$ cat src/rtl/adder_pkg.sv
// Shared constants for the registered ripple-carry adder: width limits and
// the values the output register takes while rst_n is low.
package adder_pkg;

  localparam int ADDER_DEFAULT_WIDTH = 4;
  localparam int ADDER_MAX_WIDTH     = 32;

  typedef struct packed {
    logic cout;
    logic overflow;
    logic zero;
  } adder_flags_t;

  localparam logic         RST_OUT_VALID = 1'b0;
  localparam adder_flags_t RST_FLAGS     = '{cout: 1'b0, overflow: 1'b0, zero: 1'b1};

endpackage

$ cat src/rtl/full_adder.sv
// Single-bit full adder cell; purely combinational link of the ripple chain.
module full_adder (
  input  logic a,
  input  logic b,
  input  logic cin,
  output logic sum,
  output logic cout
);

  assign sum  = a ^ b ^ cin;
  assign cout = (a & b) | (a & cin) | (b & cin);

endmodule

$ cat src/rtl/four_bit_adder.sv
// Registered ripple-carry adder: WIDTH full_adder cells feed an output
// register holding sum, carry-out, overflow and zero, plus a valid bit.
module four_bit_adder
  import adder_pkg::*;
#(
  parameter int WIDTH = ADDER_DEFAULT_WIDTH
) (
  input  logic             clk,
  input  logic             rst_n,
  input  logic [WIDTH-1:0] a,
  input  logic [WIDTH-1:0] b,
  input  logic             cin,
  input  logic             in_valid,
  output logic [WIDTH-1:0] sum,
  output logic             cout,
  output logic             overflow,
  output logic             zero,
  output logic             out_valid
);

  if (WIDTH < 1 || WIDTH > ADDER_MAX_WIDTH) begin : g_bad_width
    $error("four_bit_adder: WIDTH=%0d outside 1..%0d", WIDTH, ADDER_MAX_WIDTH);
  end

  logic [WIDTH:0]   carry;
  logic [WIDTH-1:0] sum_core;
  adder_flags_t     flags_core;
  adder_flags_t     flags_q;
  logic [WIDTH-1:0] sum_q;
  logic             valid_q;

  assign carry[0] = cin;

  for (genvar i = 0; i < WIDTH; i++) begin : g_bit
    full_adder u_fa (
      .a    (a[i]),
      .b    (b[i]),
      .cin  (carry[i]),
      .sum  (sum_core[i]),
      .cout (carry[i+1])
    );
  end

  // Overflow compares carry into and out of the sign bit; at WIDTH=1 that is c[1]^c[0].
  assign flags_core.cout     = carry[WIDTH];
  assign flags_core.overflow = carry[WIDTH] ^ carry[WIDTH-1];
  assign flags_core.zero     = ~|sum_core;

  // NOTE: state registers use non-blocking assignments so every flop samples
  // pre-edge values; blocking here would create order-dependent simulation.
  always_ff @(posedge clk or negedge rst_n) begin
    if (!rst_n) begin
      sum_q   <= '0;
      flags_q <= RST_FLAGS;
      valid_q <= RST_OUT_VALID;
    end else begin
      valid_q <= in_valid;
      // Loading only when qualified keeps undriven operands out of held results.
      if (in_valid) begin
        sum_q   <= sum_core;
        flags_q <= flags_core;
      end
    end
  end

  assign sum       = sum_q;
  assign cout      = flags_q.cout;
  assign overflow  = flags_q.overflow;
  assign zero      = flags_q.zero;
  assign out_valid = valid_q;

endmodule

$ cat config.mk
export PLATFORM = sky130hd
export DESIGN_NAME = four_bit_adder
export DESIGN_NICKNAME = d
export VERILOG_FILES = /design/src/rtl/adder_pkg.sv /design/src/rtl/full_adder.sv /design/src/rtl/four_bit_adder.sv
export SDC_FILE = /design/constraint.sdc
export NUM_CORES = 1
export LEC_CHECK = 0
export CORE_AREA = 5 5 42 44
export DETAILED_ROUTE_END_ITERATION = 12
export DIE_AREA = 0 0 47 49
export SYNTH_ARGS = -nofsm -noshare
export SYNTH_HDL_FRONTEND = slang
export SYNTH_HIERARCHICAL = 1
export SYNTH_SLANG_ARGS = --single-unit
$ cat constraint.sdc
create_clock -name clk -period 1.43 [get_ports clk]
set_clock_uncertainty 0.2 [all_clocks]
set_input_delay 0.429 -clock clk [delete_from_list [all_inputs] [get_ports clk]]
set_output_delay 0.429 -clock clk [all_outputs]
set_load 0.005 [all_outputs]
* After elaboration in Yosys (flattened, before gate mapping)
Cells that the tools add are included.
** Word-level totals
- Logic and storage cells :: 36
- Bits in registers :: 8
** Operators by class
- Reduce and logical (&&, ||, !) cells :: 2
- Bitwise logic cells :: 29
** Operators by type and width (number)
- $and A1 B1 Y1 :: 12
- $xor A1 B1 Y1 :: 9
- $or A1 B1 Y1 :: 8
- $reduce_or A4 Y1 :: 1
- $logic_not A1 Y1 :: 1

* Longest topological paths before layout
- Depth in word-level cells :: 13
- Gate-level depth with buffers :: 6

* Cells and area by module
Netlist, hierarchy kept.
** By module, submodules not included
- four_bit_adder :: cells an instance 19, area each 332.8 um^2, times used 1, sequential area each 201.4 um^2
- full_adder :: cells an instance 1, area each 20.0 um^2, times used 4, sequential area each 0.0 um^2

* Least setup slack after synthesis
No wires, ideal clock.
- Path type :: input port to flip-flop
- Start point :: in a[0]
- End point :: reg flags_q (netlist bit zero)
- Data required time :: 1.171 ns
- Library setup time :: 0.059 ns
- Arrival time :: 2.539 ns
- Buffers on the path :: 0
- Cell stages on the path :: 6
- Setup slack :: -1.368 ns
- Path through :: fa_1 fa_1 fa_1 fa_1 nor4_2 mux2_4
** On the way
- Longest elaborated chain between the ends :: 12
- Elaborated cells on any way between the ends :: 19
- Those cells by class :: bitwise (17); reduce/logical (2)
** Ends and longest elaborated chain
- start, declared :: RTL line four_bit_adder.sv:10 : input logic [WIDTH-1:0] a,
- $and A1 B1 Y1 :: RTL line full_adder.sv:11 : assign cout = (a & b) | (a & cin) | (b & cin);
- $or A1 B1 Y1 * (2 in a row) :: RTL line full_adder.sv:11
- $and A1 B1 Y1 :: RTL line full_adder.sv:11
- $or A1 B1 Y1 :: RTL line full_adder.sv:11
- $or A1 B1 Y1 * :: RTL line full_adder.sv:11
- via carry[2] :: RTL line four_bit_adder.sv:25 : logic [WIDTH:0] carry;
- $and A1 B1 Y1 :: RTL line full_adder.sv:11
- $or A1 B1 Y1 :: RTL line full_adder.sv:11
- $or A1 B1 Y1 * :: RTL line full_adder.sv:11
- via carry[3] :: RTL line four_bit_adder.sv:25
- $xor A1 B1 Y1 * :: RTL line full_adder.sv:10 : assign sum = a ^ b ^ cin;
- via sum_core[3] :: RTL line four_bit_adder.sv:26 : logic [WIDTH-1:0] sum_core;
- $reduce_or A4 Y1 * :: RTL line four_bit_adder.sv:47 : assign flags_core.zero = ~|sum_core;
- $logic_not A1 Y1 * :: RTL line four_bit_adder.sv:47
- end signal, assigned :: RTL line four_bit_adder.sv:61 : flags_q <= flags_core;
- end, declared :: RTL line four_bit_adder.sv:28 : adder_flags_t flags_q;
Mark *: on every way through the listed nets, which the timed path passes. The rest lies on a longest branch.
A chain may end at the register's enable or synchronous reset.

* Worst setup path after layout
- Start point :: in cin
- End point :: reg flags_q (netlist bit zero)
** On the way
- Longest elaborated chain between the ends :: 12
- Elaborated cells on any way between the ends :: 18
- Those cells by class :: bitwise (16); reduce/logical (2)
** Ends and longest elaborated chain
- start, declared :: RTL line four_bit_adder.sv:12 : input logic cin,
- $and A1 B1 Y1 :: RTL line full_adder.sv:11
- $or A1 B1 Y1 :: RTL line full_adder.sv:11
- $or A1 B1 Y1 * :: RTL line full_adder.sv:11
- via carry[1] :: RTL line four_bit_adder.sv:25
- $and A1 B1 Y1 :: RTL line full_adder.sv:11
- $or A1 B1 Y1 :: RTL line full_adder.sv:11
- $or A1 B1 Y1 * :: RTL line full_adder.sv:11
- via carry[2] :: RTL line four_bit_adder.sv:25
- $and A1 B1 Y1 :: RTL line full_adder.sv:11
- $or A1 B1 Y1 :: RTL line full_adder.sv:11
- $or A1 B1 Y1 * :: RTL line full_adder.sv:11
- via carry[3] :: RTL line four_bit_adder.sv:25
- $xor A1 B1 Y1 * :: RTL line full_adder.sv:10
- via sum_core[3] :: RTL line four_bit_adder.sv:26
- $reduce_or A4 Y1 * :: RTL line four_bit_adder.sv:47
- $logic_not A1 Y1 * :: RTL line four_bit_adder.sv:47
Marks and branches as above.

==> run metrics <==
reg2reg path depth=3; Worst-Skew Late Latency=250 ps; final hold vios=0; num ports=20; post-synthesis cell count=23; final wirelength=959 um; register area share after synthesis=0.488; mapped cell area=approximately 410 um^2; antenna cells=0; Final #Nets=73; Final GP Congestion=0.648; H-tree levels=1; critical path endpoint=zero; die area=2300 um^2; via/cell ratio=4.33; drt wl/cell=13.3 um; crit path capture type=flop; Slew Viols, Final=0; Post-synth top cells=dfrtp_1 (7), mux2_4 (6), fa_1 (4); core area=1400 um^2; PortBufs=19; Syn Area/Cell=approximately 18 um^2; reg2reg setup slack=240 ps; ANT nets after route=0; post-synth cell types=9; Tcrit/Tclk final=1.75; DR DRC count=0; worst-margin pin slew=387 ps; vias in the first global route=370; Layout Utilization=0.495; Initial Util=0.295; count leader, synth=dfrtp_1; Iter 0 DRT Violations=1; LEAKAGE=~0.33 nW; status=complete, but fails checks; WP data required=1410 ps; largest cells by area after synthesis=dfrtp_1 (42%), mux2_4 (22%), fa_1 (19%); Fmax achieved=400 MHz; Worst Path Class, Setup=input port to flop; Peak VDD IR=0.504 mV; cell family with most CP delay=adder cells; Synth Flop Type=dfrtp_1; Critical Path Fanout Max=2; Die Width=about 47 um; CTS Sinks=8; reg2reg start=sum[1]; Max-Cap Viols=0; Die H=49 um; failing checks=setup timing; pin count of the biggest net entering global routing=10; number of flops mapped to enable cells by yosys=0; setup ws final=-1070 ps; CTS tree=done; CTS Buffer Depth=2; Synth async-reset ratio=1.00; Pwr Density=1080 nW/um^2; Max-slew headroom=0.741; setup_tns=-4710 ps; Worst Setup SP=cin; reg2reg end=sum[1]; RSZ-0062 raised after global routing=yes; hold buffer count at CTS=0; Yosys top cell area share=0.424; WP buf/inv=1; GRT overflow=0; Min-Delay Path Class=input port to asynchronous set/reset pin; Synth Register Bits=8; Tmin final=2500 ps; most numerous cell on the critical path=fa_2; crit path DAT=2480 ps; Final setup viols=8; post-synth top area cell=dfrtp_1; CTS Root Buffer Type=clkbuf_4; Total GRT Usage=0.102; CP peak stage delay=around 560 ps; critical path depth=7; post-place setup slack=-1770 ps; critical path cell sequence=buf_6 > fa_2 > fa_2 > fa_2 > fa_2 > nor4_2 > mux2_4; syn_nets=39; type of origin of the critical path=input port; Fin Hold WS=265 ps; wire length of the first global-routing pass=1630 um; Worst-path clk slew=roughly 60 ps; DRT Pass-1 Iters=2; Overall Power=0.749 mW; Syn-to-layout area delta=67.9%; FP Rows=14; initial antenna violation count=0; Vias=312; Synthesis Warnings=6; CP max-delay cell=fa_2; CTS buffer count=3; layout cells sized above 1=0.679
## registers in the layout, indices dropped and copies added, names as in the netlist
name	flops
overflow	1
zero	1
sum	4
out_valid	1
cout	1
## worst min path at each step
stage	start	to	slack, ps	depth (start not counted)
after floorplan	rst_n	cout	-70	0
after global placement	sum[3]	sum[3]	300	1
after detailed placement	cout	cout	310	1
after CTS	rst_n	sum[0]	260	1
after global routing	rst_n	sum[3]	290	1
final	rst_n	sum[3]	260	1
## stage by stage
| step | instances | cell area, um^2 |
|---|---|---|
| 2_1_floorplan | 23 | 420 |
| 3_3_place_gp | 61 | 649 |
| 3_5_place_dp | 61 | 649 |
| 4_1_cts | 70 | 664 |
| 5_1_grt | 72 | 693 |
| 6_report | 72 | 693 |
## kinds of logic after synthesis
kind of cell / Yosys count / synth area share
buffers and inverters: 1 / 0.0273
DFF: 8 / 0.488
adders and majority gates: 4 / 0.194
muxes: 6 / 0.218
xor gates and xnor gates: 1 / 0.0212
and+or+nand+nor: 2 / 0.0394
AOI/OAI and AO/OA: 1 / 0.0121
## final cells by class
cell class                      instances  area [um^2]
Fill cell                             149          708
Timing Repair Buffer                   30          228
Multi-Input combinational cell         14          218
Sequential cell                         8          201
Clock buffer                            4         26.3
Tap cell                               16         20.0
## metal layers
layer	track usage	part of all wire	vias to the layer above
met5	0	0	-
met4	0.0553	0	0
met3	0.0406	0.094	0
met2	0.179	0.59	11
met1	0.0934	0.32	156
li1	-	-	145
## layout by cell type (no fill, tap or decap), drive strengths merged
cell type      synthesis  routed
dfstp                  1       1
clkdlybuf4s50          0       6
mux2                   6       6
a21oi                  1       1
nor2                   1       1
buf                    1      22
dfrtp                  7       7
fa                     4       4
clkbuf                 0       4
nor4                   1       1
xnor2                  1       1
dlygate4sd2            0       2
## power breakdown
part	switching (mW)	internal [mW]	total (mW)
clock network	0.0805	0.107	0.188
registers	0.0193	0.268	0.287
logic	0.0893	0.185	0.275
total	0.189	0.560	0.749
## what timing repair did
action | in CTS | in global routing
hold endpoints to repair | 0 | 0
gates cloned | 0 | 0
setup buffers | 5 | 2
gates resized for setup | 48 | 2
setup endpoints to repair | 15 | 9
pin swaps | 6 | 0
## worst reg2reg max path: stages (launching register included)
cell and delay, ps:
dfrtp_1 380, buf_4 130, buf_4 120, mux2_4 260
Power figures use the tool's default switching activity.
